==> config.mk <==
export PLATFORM = sky130hd
export DESIGN_NAME = store_byte_serializer
export DESIGN_NICKNAME = d
export VERILOG_FILES = /design/src/rtl/store_byte_serializer.sv
export SDC_FILE = /design/constraint.sdc
export NUM_CORES = 1
export LEC_CHECK = 0
export ABC_AREA = 1
export CORE_MARGIN = 2
export CORE_UTILIZATION = 40
export CTS_CLUSTER_SIZE = 12
export DETAILED_ROUTE_END_ITERATION = 7
export GPL_TIMING_DRIVEN = 0
export MAX_ROUTING_LAYER = met4
export PLACE_DENSITY = 0.7
export SETUP_SLACK_MARGIN = 0.15
export SYNTH_ARGS = -nofsm -noshare
export SYNTH_HDL_FRONTEND = slang
export SYNTH_SLANG_ARGS = --single-unit
==> constraint.sdc <==
create_clock -name CLK -period 2.1 [get_ports CLK]
set_input_delay 0.42 -clock CLK [delete_from_list [all_inputs] [get_ports CLK]]
set_output_delay 0.42 -clock CLK [all_outputs]
set_load 0.05 [all_outputs]
==> src/rtl/store_byte_serializer.sv <==
// store_byte_serializer: emits a 32-bit store as sequential byte writes; STORE_BIG_ENDIAN_EN selects MSB-first order within the sized field
module store_byte_serializer #(
  parameter int ADDR_W = 8
) (
  input  logic              CLK,
  input  logic              CLR,
  input  logic              ST_REQ,
  input  logic [ADDR_W-1:0] ST_ADDR,
  input  logic [31:0]       ST_DATA,
  input  logic [1:0]        ST_SIZE,
  output logic              ST_ACK,
  output logic              BUSY,
  output logic              DONE,
  output logic [ADDR_W-1:0] MEM_ADDR,
  output logic [7:0]        MEM_DO,
  output logic              MEM_WE,
  input  logic              MEM_RDY
);
  typedef enum logic [1:0] {IDLE, WRITE, FIN} state_t;
  state_t state;
  logic [31:0] data_q;
  logic [ADDR_W-1:0] addr_q;
  logic [1:0] cnt_q, idx_q, nidx, req_cnt;
  function automatic logic [7:0] pick(input logic [31:0] d, input logic [1:0] i, input logic [1:0] c);
    logic [1:0] j;
`ifdef STORE_BIG_ENDIAN_EN
    j = c - i;
`else
    j = i;
    j = j | (c & 2'b00);
`endif
    return d[{j, 3'b000} +: 8];
  endfunction
  always_comb begin
    nidx = idx_q + 2'd1;
    req_cnt = ST_SIZE == 2'b00 ? 2'd0 : ST_SIZE == 2'b01 ? 2'd1 : 2'd3;
  end
  always_ff @(posedge CLK) begin
    if (CLR) begin
      state <= IDLE;
      ST_ACK <= 1'b0;
      BUSY <= 1'b0;
      DONE <= 1'b0;
      MEM_WE <= 1'b0;
      MEM_ADDR <= '0;
      MEM_DO <= '0;
      data_q <= '0;
      addr_q <= '0;
      cnt_q <= '0;
      idx_q <= '0;
    end else begin
      ST_ACK <= 1'b0;
      case (state)
        IDLE: if (ST_REQ) begin
          state <= WRITE;
          data_q <= ST_DATA;
          addr_q <= ST_ADDR;
          cnt_q <= req_cnt;
          idx_q <= 2'd0;
          ST_ACK <= 1'b1;
          BUSY <= 1'b1;
          MEM_WE <= 1'b1;
          MEM_ADDR <= ST_ADDR;
          MEM_DO <= pick(ST_DATA, 2'd0, req_cnt);
        end
        WRITE: if (MEM_RDY) begin
          if (idx_q == cnt_q) begin
            state <= FIN;
            MEM_WE <= 1'b0;
            DONE <= 1'b1;
          end else begin
            idx_q <= nidx;
            MEM_ADDR <= addr_q + ADDR_W'(nidx);
            MEM_DO <= pick(data_q, nidx, cnt_q);
          end
        end
        FIN: begin
          state <= IDLE;
          DONE <= 1'b0;
          BUSY <= 1'b0;
        end
        default: state <= IDLE;
      endcase
    end
  end
endmodule

==> run summary, run 1 <==
vias in the first global route: 2987
post-layout util: 0.553
Worst-Margin Slew: 0.592 ns
Max Slew Vio Count: 0
row count: 31
DRT met1 WL: 3.62 mm
Worst Setup Start Kind: flip-flop
Hold EP: MEM_ADDR[5]
Max Used Layer: met4
Avg Cell Area, Syn: 6.75 µm²
leakage power total: 1.90 nW
Mapped Nets: 496
Seq cells post-synth: 66
synth warn: 0
# setup viols final: 0
async set-reset flop share out of synthesis: 0
Antenna Nets Post-Route: 0
Crit-path slowest cell: clkdlybuf4s50_1
CP cell instances: clkdlybuf4s50_1
DR WL met3: 628 µm
Fin. Hold Viols: 0
Synth cell types: 27
crit path DAT: 1.48 ns
delay-heaviest family, CP: buffers and inverters
sequential area share after synthesis: 0.438
maxcap violations: 0
clock sink count: 66
WP data required: 1.68 ns
Layout Nets: 573
Clock Path Buffers: 2
Crit Reg-Reg Endpoint: MEM_ADDR[4]
CTS root buf: clkbuf_8
unrepaired setup endpoints after global routing: no
Remaining DRCs: 0
FILL cells: 758
Worst Hold Launch: CLR
post-route non-filler standard cell count: 628
initial core utilization: 0.414
Final min period: 1.90 ns
Remaining Overflow, GRT: 0
ant diodes: 0
Setup TNS Final: 0 ns
CTS tree: done
Clk Latency, worst-skew pair: 0.35 ns
Die H: 90.9 µm
gpl congestion: 0.897
Core Region: 0.00729 mm²
All-Layer GR Usage: 0.215
CTS buffer count: 9
outcome: finished, final reports clean
WL met2: 3.71 mm
VDD IR-drop max: 404 µV
WHS: 0.383 ns
Worst-path clk slew: 0.07 ns
crit path kind: flip-flop to output port
die footprint: 0.00826 mm²
Syn Inst Count: 447
flop2flop setup slack: 0.33 ns
CTS Hold Buffers Added: 0
vias per cell: 4.93
PwrDens: 980 mW/mm²
placed cells: 610
layout cells sized above 1: 0.108
post-DR wirelength/cell: 13.1 µm
largest stage delay on the critical path: 0.80 ns
Post-DP HPWL: 5.74 mm
crit share post-route: 0.907
worst reg2reg path depth: 10
relative slew slack: 0.605
final WL: 8.20 mm
Max Freq: 525 MHz
Worst R2R Start: idx_q[0]
CTS H-tree depth: 3
PortBufs: 64
largest net degree at the start of global routing: 11
Post-synth EDFFs: 0
router iterations before antenna repair: 5
Worst Skew: 0.00827 ns
WP buf/inv: 1
via count: 3098
Hold Path Cell Cnt: 2
Die Wd: 90.9 µm
first-iteration detailed-routing DRC count: 134
Post-Syn Area: 0.00302 mm²
global-route wire length before repair: 13.8 mm
# IOs: 66
Synth Flop Type: dfxtp_1
Layout area overhead: 33.7%
CP max FO: 2
antenna violations before repair: 0
Worst Hold Class: input port to flip-flop
crit end category: output port
## how the worst max path moves through the flow
stage | from | slack, ns | end | cells after the start
3_3_place_gp | idx_q[0] | 0.15 | MEM_ADDR[6] | 12
3_5_place_dp | idx_q[0] | 0.12 | MEM_ADDR[4] | 10
5_1_grt | MEM_ADDR[5] | 0.15 | MEM_ADDR[5] | 1
4_1_cts | idx_q[0] | 0.16 | MEM_ADDR[4] | 10
2_1_floorplan | idx_q[0] | 0.37 | MEM_ADDR[4] | 10
6_report | MEM_ADDR[4] | 0.20 | MEM_ADDR[4] | 1
## cell type report
| class | instances | area (µm²) | share of cell area |
|---|---|---|---|
| buffer | 24 | 139 | 0.0344 |
| clock buffer | 15 | 196 | 0.0487 |
| clock inverter | 1 | 5.00 | 0.00124 |
| inverter | 24 | 92.6 | 0.0230 |
| multi-input combinational | 333 | 1480 | 0.367 |
| sequential | 66 | 1320 | 0.328 |
| tap | 99 | 124 | 0.0307 |
| timing repair buffer | 66 | 673 | 0.167 |
## metrics by stage
stage / worst slack (ns) / power, W / cell area [µm²]
3_5_place_dp: 0.119 / 0.00288 / 3780
4_1_cts: 0.163 / 0.00395 / 3990
2_1_floorplan: 0.367 / 0.00245 / 3020
3_3_place_gp: 0.150 / 0.00287 / 3780
6_report: 0.196 / 0.00396 / 4030
5_1_grt: 0.153 / 0.00419 / 4030
## cells in the mapped netlist, types with 6 or more instances
| cell | number | area share |
|---|---|---|
| inv_1 | 17 | 0.021 |
| clkbuf_1 | 9 | 0.011 |
| buf_4 | 6 | 0.015 |
| nand3_1 | 17 | 0.028 |
| dfxtp_1 | 66 | 0.44 |
| buf_2 | 7 | 0.012 |
| o21ai_1 | 44 | 0.073 |
| nand2_1 | 122 | 0.15 |
| a21oi_1 | 12 | 0.020 |
| o21ai_0 | 11 | 0.018 |
| nor2_1 | 106 | 0.13 |
| inv_2 | 7 | 0.0087 |
## power breakdown
part,internal [W],switching (W),total (W)
registers,0.00144,0.000107,0.00154
logic,0.000494,0.000856,0.00135
clock network,0.000589,0.000473,0.00106
## flip-flops by register name, summed over array words and instances, names as in the netlist, 2 cells and up
register,count
cnt_q,2
state,2
idx_q,2
MEM_DO,8
MEM_ADDR,8
addr_q,8
data_q,32
## kinds of logic after synthesis
kind of cell / count (synthesis) / synth area share
simple gates: 256 / 0.339
compound gates: 73 / 0.130
flops: 66 / 0.438
buf+inv: 48 / 0.0750
fa+ha+maj: 3 / 0.0149
xor+xnor: 1 / 0.00290
## layout by cell type, fill, tap and decap left out
cell	instances
nor3_1	1
clkbuf_4	1
o21ai_1	44
nor2_4	3
clkdlybuf4s50_1	57
a2bb2oi_1	1
a21oi_1	12
dlymetal6s2s_1	7
nand4_1	1
o21ai_0	11
a21oi_4	1
ha_2	1
buf_2	6
buf_4	8
nand2_2	5
clkinv_2	1
buf_6	2
nor2_2	2
nand3_1	17
clkbuf_1	10
inv_4	1
dfxtp_1	64
clkbuf_8	14
a21oi_2	2
a22oi_1	1
nand2_1	121
dfxtp_2	2
o31ai_1	1
nor2_1	105
inv_1	17
or2_2	1
xor2_1	1
inv_2	6
ha_1	1
fa_2	1
## metal layers
| metal | vias to the layer above | GRT usage |
|---|---|---|
| met3 | 23 | 0.0459 |
| li1 | 1560 | - |
| met1 | 1378 | 0.267 |
| met2 | 137 | 0.331 |
| met4 | 0 | 0.111 |
| met5 | - | - |
## repair_timing
| action | 4_1_cts | 5_1_grt |
|---|---|---|
| setup endpoints to repair | 2 | 13 |
| gates cloned | 0 | 0 |
| pin swaps | 1 | 1 |
| setup buffers | 1 | 1 |
| resized for setup | 1 | 14 |
Note: power is estimated with default switching activity, not from simulation.
==> run 2: changes to the inputs <==
ABC_CLOCK_PERIOD_IN_PS = 2100   (was unset)
RECOVER_POWER = 50   (was unset)
==> run summary, run 2 (synthesized netlist as in run 1, its figures left out) <==
outcome: finished, final reports clean
met1 usage: 0.267
Final min period: 1.90 ns
vias per cell: 4.91
Clk Latency, worst-skew pair: 0.35 ns
highest-count cells in the layout ignoring fill and taps: nand2_1, nor2_1, dfxtp_1, clkdlybuf4s50_1, o21ai_1
WHS: 0.382 ns
cell-internal power: 0.00248 W
layout cells sized above 1: 0.0926
antenna violations before repair: 0
final WL: 8.23 mm
clock share of power: 0.271
leakage power total: 1.76 nW
FILL cells: 771
VDD IR-drop max: 401 µV
crit end category: output port
Max Freq: 525 MHz
first-iteration detailed-routing DRC count: 144
switching pwr: 0.00143 W
PortBufs: 64
Worst Setup Start Kind: flip-flop
Antenna Nets Post-Route: 0
largest stage delay on the critical path: 0.80 ns
CTS H-tree depth: 3
die footprint: 0.00826 mm²
CP max FO: 2
Clock Path Buffers: 2
number of flip-flops under the largest register name: 32
largest net degree at the start of global routing: 11
crit path kind: flip-flop to output port
Hold EP: MEM_ADDR[5]
router iterations before antenna repair: 5
met2 Usage GRT: 0.331
WP buf/inv: 1
gpl congestion: 0.897
Post-DP HPWL: 5.74 mm
row count: 31
initial core utilization: 0.414
Die Wd: 90.9 µm
GR met3 Demand/Resource: 0.0459
Worst-Margin Slew: 0.599 ns
WP data required: 1.68 ns
PwrDens: 989 mW/mm²
flop2flop setup slack: 0.25 ns
unrepaired setup endpoints after global routing: no
Flop pwr share: 0.395
Fin. Hold Viols: 0
CTS root buf: clkbuf_8
Hold Path Cell Cnt: 2
Worst R2R Start: state[0]
# setup viols final: 0
CTS buffer count: 9
Worst Hold Class: input port to flip-flop
Crit-path slowest cell: clkdlybuf4s50_1
clock sink count: 66
Worst-path clk slew: 0.07 ns
Max Slew Vio Count: 0
Remaining Overflow, GRT: 0
Core Region: 0.00729 mm²
placed cells: 610
vias in the first global route: 2987
Sw Ratio: 0.366
crit path DAT: 1.48 ns
Layout Nets: 573
Remaining DRCs: 0
ant diodes: 0
Die H: 90.9 µm
crit share post-route: 0.907
Crit Reg-Reg Endpoint: MEM_ADDR[7]
worst reg2reg path depth: 8
GRT Max-Usage Layer: met2
# IOs: 66
Top reg by flops: data_q
delay-heaviest family, CP: buffers and inverters
maxcap violations: 0
commonest non-fill, non-tap cell in the layout: nand2_1
global-route wire length before repair: 13.8 mm
CTS Hold Buffers Added: 0
Worst Hold Launch: CLR
CTS tree: done
CP cell instances: clkdlybuf4s50_1
Setup TNS Final: 0 ns
All-Layer GR Usage: 0.215
Comb power frac: 0.334
post-route non-filler standard cell count: 628
post-DR wirelength/cell: 13.1 µm
relative slew slack: 0.602
Worst Skew: 0.00642 ns
via count: 3081
Layout area overhead: 30.8%
==> run 2: per-layer routing <==
| layer | wire length (µm) | share of wire |
|---|---|---|
| met1 | 3690 | 0.45 |
| met2 | 3720 | 0.45 |
| met3 | 608 | 0.074 |
| met4 | 201 | 0.024 |
| met5 | 0 | 0 |
==> run 2: cell type report <==
class                      count  area [µm²]  area share
buffer                        24         125      0.0317
clock buffer                  15         196      0.0497
clock inverter                 1        5.00     0.00127
inverter                      24        92.6      0.0234
multi-input combinational    333        1470       0.372
sequential                    66        1320       0.335
tap                           99         124      0.0314
timing repair buffer          66         612       0.155
==> run 2: power groups by stage <==
stage / clock (W) / sequential [W] / combinational, W
detailed placement: 0 / 0.00157 / 0.00131
global route: 0.00114 / 0.00157 / 0.00143
CTS: 0.00107 / 0.00154 / 0.00133
global placement: 0 / 0.00156 / 0.00130
floorplan: 0 / 0.00179 / 0.000662
finish: 0.00106 / 0.00154 / 0.00130
==> run 2: worst max path at each step <==
| stage | slack (ns) | from | cells after the start | to |
|---|---|---|---|---|
| after floorplan | 0.37 | idx_q[0] | 10 | MEM_ADDR[4] |
| after global placement | 0.15 | idx_q[0] | 12 | MEM_ADDR[6] |
| after detailed placement | 0.12 | idx_q[0] | 10 | MEM_ADDR[4] |
| after CTS | 0.16 | idx_q[0] | 10 | MEM_ADDR[4] |
| after global routing | 0.11 | state[0] | 8 | MEM_ADDR[7] |
| final | 0.20 | MEM_ADDR[4] | 1 | MEM_ADDR[4] |
==> run 2: timing repair <==
item	CTS	global route
resized for setup	1	14
endpoints found under the hold margin	0	0
pin swaps	1	1
buffers inserted	1	1
setup endpoints to repair	2	13
==> run 2: stage by stage <==
stage	cell area, µm²	util	power [W]	setup slack, ns
final	3950	0.542	0.00391	0.196
after CTS	3990	0.548	0.00395	0.163
after global routing	3950	0.542	0.00414	0.113
after global placement	3780	0.519	0.00287	0.150
after detailed placement	3780	0.519	0.00288	0.119
after floorplan	3020	-	0.00245	0.367
==> run 3: changes to the inputs <==
ABC_CLOCK_PERIOD_IN_PS = 1600   (was 2100)
CAP_MARGIN = 20   (was unset)
PLACE_DENSITY = 0.72   (was 0.7)
clock period = 1.6 ns   (was 2.1 ns; I/O delays follow)
==> run summary, run 3 (synthesized netlist as in run 1, its figures left out) <==
outcome: finished, violations left
failing checks: setup timing
initial core utilization: 0.414
post-DR wirelength/cell: 14.4 µm
Top reg by flops: data_q
Worst-Margin Slew: 0.593 ns
slack of the critical path: -0.107 ns
met2 Usage GRT: 0.358
CTS buffer count: 9
commonest non-fill, non-tap cell in the layout: nand2_1
CTS tree: done
GR met3 Demand/Resource: 0.0392
total power: 0.00566 W
PortBufs: 64
# IOs: 66
Max Slew Vio Count: 0
Max Freq: 586 MHz
Die Wd: 90.9 µm
CP cell instances: inv_4, buf_6, ha_4, fa_2, nand2_4, o21ai_1, a22oi_1, nand2_1, nand2_1, nor2_1
Core Region: 0.00729 mm²
VDD IR-drop max: 518 µV
CTS H-tree depth: 3
highest-count cells in the layout ignoring fill and taps: nand2_1, nor2_1, dfxtp_1, clkdlybuf4s50_1, o21ai_1
Crit-path slowest cell: dfxtp_4
Layout Nets: 586
Fin. Hold Viols: 0
Worst Skew: 0.00673 ns
GRT Max-Usage Layer: met2
number of flip-flops under the largest register name: 32
die footprint: 0.00826 mm²
crit path kind: flip-flop to flip-flop
row count: 31
met1 usage: 0.268
All-Layer GR Usage: 0.220
crit end category: flip-flop
WP data required: 1.84 ns
Final min period: 1.71 ns
largest stage delay on the critical path: 0.39 ns
Clock Path Buffers: 2
post-route non-filler standard cell count: 641
gpl congestion: 0.875
relative slew slack: 0.607
clock sink count: 66
crit path DAT: 1.95 ns
Die H: 90.9 µm
via count: 3275
Layout area overhead: 46.1%
CP max FO: 4
delay-heaviest family, CP: adder cells
Worst-path clk slew: 0.07 ns
unrepaired setup endpoints after global routing: yes
Worst Setup Start Kind: flip-flop
Worst Hold Class: input port to flip-flop
final WL: 9.23 mm
global-route wire length before repair: 14.2 mm
largest net degree at the start of global routing: 11
placed cells: 610
WP buf/inv: 2
crit share post-route: 1.07
ant diodes: 0
vias per cell: 5.11
layout cells sized above 1: 0.229
CTS Hold Buffers Added: 0
maxcap violations: 0
Remaining DRCs: 0
Antenna Nets Post-Route: 0
Post-DP HPWL: 5.91 mm
most used cell, CP: nand2_1
Clk Latency, worst-skew pair: 0.35 ns
# setup viols final: 7
router iterations before antenna repair: 4
CTS root buf: clkbuf_8
Remaining Overflow, GRT: 0
leakage power total: 1.93 nW
first-iteration detailed-routing DRC count: 181
PwrDens: 1280 mW/mm²
antenna violations before repair: 0
vias in the first global route: 3072
run 3: worst paths after layout:
check / slack [ns] / endpoint / startpoint / depth (start not counted)
setup reg to reg: -0.11 / MEM_ADDR[4] / idx_q[0] / 10
setup / recovery: -0.11 / MEM_ADDR[4] / idx_q[0] / 10
hold / removal: 0.30 / MEM_ADDR[7] / CLR / 2
hold reg to reg: 0.45 / DONE / DONE / 2
run 3: what timing repair did:
action	in CTS	in global routing
pin swaps	11	25
endpoints found under the hold margin	0	0
gates cloned	0	2
endpoints found under the setup margin	29	57
setup buffers	5	8
resized for setup	70	75
run 3: routing by layer:
| metal | vias up | wire [µm] |
|---|---|---|
| met5 | - | 0 |
| met4 | 0 | 311 |
| met3 | 32 | 721 |
| met2 | 158 | 4390 |
| met1 | 1496 | 3810 |
| li1 | 1589 | - |
run 3: power by group:
part	switching [W]	internal (W)
combinational	0.00132	0.000865
clock	0.000626	0.000805
sequential	0.000159	0.00189
run 3: cell type report:
cell class / count / area [µm²]
clock inverter: 2 / 35.0
clock buffer: 14 / 163
fill: 691 / 2880
tap: 99 / 124
buffer: 24 / 180
inverter: 24 / 95.1
multi-input combinational: 333 / 1680
sequential: 66 / 1330
timing repair buffer: 79 / 803
run 3: worst register-to-register path, delay by kind of cell, from the launching register on:
family | cells | cell delay (ns)
compound gates | 2 | 0.23
fa+ha+maj | 2 | 0.56
buf+inv | 2 | 0.15
flops | 1 | 0.39
simple gates | 4 | 0.29
run 3: metrics by stage:
stage | hold WS, ns | utilization | TNS (ns) | area (µm²) | setup slack [ns]
after floorplan | 0.436 | - | -0.0533 | 3040 | -0.0160
after CTS | 0.287 | 0.562 | -0.0934 | 4100 | -0.0329
final | 0.295 | 0.605 | -0.402 | 4410 | -0.107
after global routing | 0.315 | 0.605 | -2.11 | 4410 | -0.184
after detailed placement | 0.441 | 0.521 | -4.71 | 3800 | -0.263
after global placement | 0.432 | 0.521 | -3.98 | 3800 | -0.220
